### src/rtl/instr_issue_queue.sv
// Instruction issue queue: buffers {func, input1, input2} words and presents them one
// at a time to the controller, holding operands stable until the controller reports done.
module instr_issue_queue #(
    parameter int DEPTH  = 8,
    parameter int FUNC_W = 4,
    parameter int OPND_W = 3
) (
    input  logic                     clk,
    input  logic                     reset_n,
    input  logic                     wr_en,
    input  logic [FUNC_W-1:0]        wr_func,
    input  logic [OPND_W-1:0]        wr_in1,
    input  logic [OPND_W-1:0]        wr_in2,
    input  logic                     flush,
    output logic                     full,
    output logic                     empty,
    output logic [$clog2(DEPTH):0]   count,
    output logic                     overflow,
    output logic                     issue_valid,
    output logic [FUNC_W-1:0]        func,
    output logic [OPND_W-1:0]        input1,
    output logic [OPND_W-1:0]        input2,
    input  logic                     issue_ack,
    input  logic                     done,
    output logic                     busy,
    output logic [1:0]               state
);

    // Handshake: issue_valid is high for the whole PRESENT state; a cycle with
    // issue_valid && issue_ack is the transfer (pop). done is honoured only in EXEC.
    localparam int PTR_W   = $clog2(DEPTH);
    localparam int CNT_W   = PTR_W + 1;
    localparam int ENTRY_W = FUNC_W + 2 * OPND_W;

    localparam logic [1:0] IDLE    = 2'd0;
    localparam logic [1:0] PRESENT = 2'd1;
    localparam logic [1:0] EXEC    = 2'd2;

    logic [ENTRY_W-1:0] mem [DEPTH];
    logic [PTR_W-1:0]   wr_ptr;
    logic [PTR_W-1:0]   rd_ptr;
    logic [ENTRY_W-1:0] wr_word;
    logic [ENTRY_W-1:0] head_word;
    logic [ENTRY_W-1:0] cur_word;
    logic               push;
    logic               pop;
    logic [CNT_W-1:0]   count_next;
    logic [1:0]         state_next;
    logic               load_head;
    logic               clear_fields;

    assign full    = (count == CNT_W'(DEPTH));
    assign empty   = (count == '0);
    assign push    = wr_en && !full;
    assign pop     = (state == PRESENT) && issue_ack;
    assign wr_word = {wr_func, wr_in1, wr_in2};

    // An empty queue finishing EXEC can still re-present if a word arrives on the
    // done edge; that word is not in storage yet, so forward it from the write port.
    assign head_word = (count == '0) ? wr_word : mem[rd_ptr];

    always_comb begin
        count_next = count;
        case ({push, pop})
            2'b10:   count_next = count + CNT_W'(1);
            2'b01:   count_next = count - CNT_W'(1);
            default: count_next = count;
        endcase
    end

    always_comb begin
        state_next   = state;
        load_head    = 1'b0;
        clear_fields = 1'b0;
        case (state)
            IDLE: begin
                if (count != '0) begin
                    state_next = PRESENT;
                    load_head  = 1'b1;
                end
            end
            PRESENT: begin
                if (issue_ack) begin
                    state_next = EXEC;
                end
            end
            EXEC: begin
                if (done) begin
                    if (count_next != '0) begin
                        state_next = PRESENT;
                        load_head  = 1'b1;
                    end else begin
                        state_next   = IDLE;
                        clear_fields = 1'b1;
                    end
                end
            end
            default: begin
                state_next   = IDLE;
                clear_fields = 1'b1;
            end
        endcase
    end

    always_ff @(posedge clk or negedge reset_n) begin
        if (!reset_n) begin
            wr_ptr   <= '0;
            rd_ptr   <= '0;
            count    <= '0;
            overflow <= 1'b0;
            state    <= IDLE;
            cur_word <= '0;
        end else if (flush) begin
            wr_ptr   <= '0;
            rd_ptr   <= '0;
            count    <= '0;
            overflow <= 1'b0;
            state    <= IDLE;
            cur_word <= '0;
        end else begin
            if (push) begin
                wr_ptr <= wr_ptr + PTR_W'(1);
            end
            if (pop) begin
                rd_ptr <= rd_ptr + PTR_W'(1);
            end
            if (wr_en && full) begin
                overflow <= 1'b1;
            end
            count <= count_next;
            state <= state_next;
            if (load_head) begin
                cur_word <= head_word;
            end else if (clear_fields) begin
                cur_word <= '0;
            end
        end
    end

    // Storage has no reset; its contents are only read where count says they are valid.
    always_ff @(posedge clk) begin
        if (push && !flush) begin
            mem[wr_ptr] <= wr_word;
        end
    end

    assign {func, input1, input2} = cur_word;
    assign issue_valid = (state == PRESENT);
    assign busy        = (state == PRESENT) || (state == EXEC);

endmodule

### config.mk
export PLATFORM = sky130hd
export DESIGN_NAME = instr_issue_queue
export DESIGN_NICKNAME = d
export VERILOG_FILES = /design/src/rtl/instr_issue_queue.sv
export SDC_FILE = /design/constraint.sdc
export NUM_CORES = 1
export LEC_CHECK = 0
export ABC_AREA = 1
export BUFFER_PORTS_ARGS = -buffer_cell sky130_fd_sc_hd__buf_2
export CORE_MARGIN = 4
export CORE_UTILIZATION = 55
export CTS_CLUSTER_SIZE = 16
export DETAILED_ROUTE_END_ITERATION = 8
export PLACE_DENSITY = 0.78
export SLEW_MARGIN = 20
export SYNTH_ARGS = -nofsm -noshare
export SYNTH_HDL_FRONTEND = slang
export SYNTH_SLANG_ARGS = --single-unit
### constraint.sdc
create_clock -name clk -period 6.4 [get_ports clk]
set_clock_uncertainty 0.15 [all_clocks]
set_input_delay 0.64 -clock clk [delete_from_list [all_inputs] [get_ports clk]]
set_output_delay 0.64 -clock clk [all_outputs]
set_load 0.01 [all_outputs]
==> flow_summary.ini <==
[floorplanning]
ioPinCount = 37
rows = 33
core_area_um2 = 8220
die_w_um = 99.8
die_height_um = 99.8
die_area_um2 = 9950
start_util_pct = 56.4

[clocking]
path_clk_slew_ps = 100
htree_levels = 3
cts_resized = 0
clock_latency_ps = 360
post-cts-setup-buffer-count = 0
cts_tree = yes
postCtsHoldBufs = 0
cts.path.max_buffers = 2
numClockSinks = 103
root_buffer = clkbuf_8
cts_buffers = 9

[flow_run]
max_cap_violations = 0

[timing]
max_freq_mhz = 337
worst_slack_ps = 3430
finalCritPeriodShare_pct = 46.4
finalSetupViolations = 0
hold_viol = 0
rsz0062_at_grt = false
tns_ps = 0
worstMarginPinSlew_ps = 1110
min_period_ps = 2970
slew_headroom_pct = 25.6
slew_violations = 0

[run_status]
status = finished clean

[final_layout]
fin_util_pct = 61.7
area_growth_pct = 9.45
drive_above_1_share_pct = 18.8
final_common_cell = nand2_1
design_area_um2 = 5070
finalNetCount = 476
n_antenna_cell = 0
final_cell_mix = 119 x nand2_1, 80 x edfxtp_1, 46 x a21oi_1

[routing]
drtPass1Iterations = 4
ant_nets = 0
drtIter0Drc = 271
vias = 3202
wl_mm = 9.62
avgRoutedWirePerCell_um = 17.1
detail_route.vias_per_cell = 5.70
drc = 0

[placed_design]
gp_congestion = 0.843
numPortBuffers = 36
dpl_worst_slack_ps = 3620
dp_hpwl_mm = 6.20
place_area_um2 = 4870

[logic_synthesis]
synth_cell_types = 32
synthesis.instances = 423
yosys.area.top_type = edfxtp_1
ys_seq_area_share_pct = 64.3
synth.cell_area_um2 = 4630
yosysWarnings = 0
synth_top_area_share_pct = 51.9
synth_nets = 447
syn_avg_cell_area_um2 = 11.0
synthTopCellsByArea = edfxtp_1 52%, dfrtp_1 12%, nand2_1 9.6%
ys_seq_elements = 103

[global_routing]
grt.total_usage_pct = 20.0
grt_pass1_vias = 3137
grt_pass1_wl_mm = 15.4
grt_max_degree = 43
antenna_found_initial = 0
overflow = 0

[critical_path]
crit_type = reg2out
cp_slowest_stage_delay_ps = 730
required_ps = 5610
crit_fanout = 23
cp_slowest_cell = nand3_1
arrival_ps = 2180
critPathLaunchType = register
end_kind = output pin
path_cells = nor2_2, nand3_1, inv_1, buf_2

[power_and_ir_drop]
ir_drop_v = 0.000153
powerDensity_nw_per_um2 = 343
leakage_nw = 2.14
power.total_mw = 1.74

[min_path]
hold_class = in2async
==> critical path: cells and delay by family (launching register included) <==
| family | cells | cell delay (ps) |
|---|---|---|
| flip-flops | 1 | 460 |
| AND/OR/NAND/NOR | 2 | 930 |
| buffers and inverters | 2 | 420 |
==> power breakdown <==
part,total [mW],switching (mW),internal (mW),leakage (nW)
clock network,0.386,0.219,0.167,0.0915
logic,0.531,0.351,0.180,1.01
registers,0.821,0.0466,0.775,1.03
==> flip-flops by register name, indices dropped and copies added, names as in the netlist <==
register	count
wr_ptr	3
mem	80
state	2
rd_ptr	3
overflow	1
cur_word	10
count	4
==> cell families after synthesis <==
group / share of synthesized area [%]
XOR/XNOR: 0.378
buffers and inverters: 4.62
AND/OR/NAND/NOR: 16.6
adder cells (fa/ha/maj): 2.16
flip-flops: 64.3
AO/OA/AOI/OAI: 11.9
==> cells in the mapped netlist, drive strengths merged <==
| library cell | count |
|---|---|
| a211oi | 1 |
| o21ai | 10 |
| nand2 | 136 |
| edfxtp | 80 |
| o211ai | 10 |
| buf | 5 |
| ha | 8 |
| a22oi | 10 |
| clkbuf | 14 |
| a221oi | 1 |
| a21oi | 46 |
| xnor2 | 1 |
| o221ai | 1 |
| nand3 | 10 |
| o311ai | 10 |
| xor2 | 1 |
| clkinv | 1 |
| inv | 35 |
| nor2 | 19 |
| dfrtp | 23 |
| nor3 | 1 |
==> area by class of cell <==
cell class	instances	area (um^2)
clock buffer	11	153
clock inverter	5	37.5
fill	651	3150
inverter	36	135
multi-input combinational	265	1450
sequential	103	2980
tap	105	131
timing repair buffer	37	188
==> layer usage <==
layer	up-vias	track usage, %	share of wire (%)
li1	1515	-	-
met1	1565	25.9	42
met2	105	34.2	51
met3	17	2.43	4.9
met4	0	8.30	2.0
met5	-	0	0
==> per-stage QoR <==
step,hold slack (ps),cells
finish,99.0,562
floorplan,194,423
CTS,107,562
global route,127,562
detailed placement,310,546
global placement,310,546
==> worst paths after layout <==
path                                   from          end  slack [ps]  depth (start not counted)
worst max-delay path               count[1]        empty        3430                          4
worst min-delay path                reset_n     state[1]         100                          1
max in group asynchronous           reset_n    wr_ptr[1]        5640                          1
min in group clk                cur_word[6]  cur_word[6]         330                          2
worst max register to register     count[1]  cur_word[9]        3590                          5
worst min register to register  cur_word[6]  cur_word[6]         330                          2
Note: power is estimated with default switching activity, not from simulation.
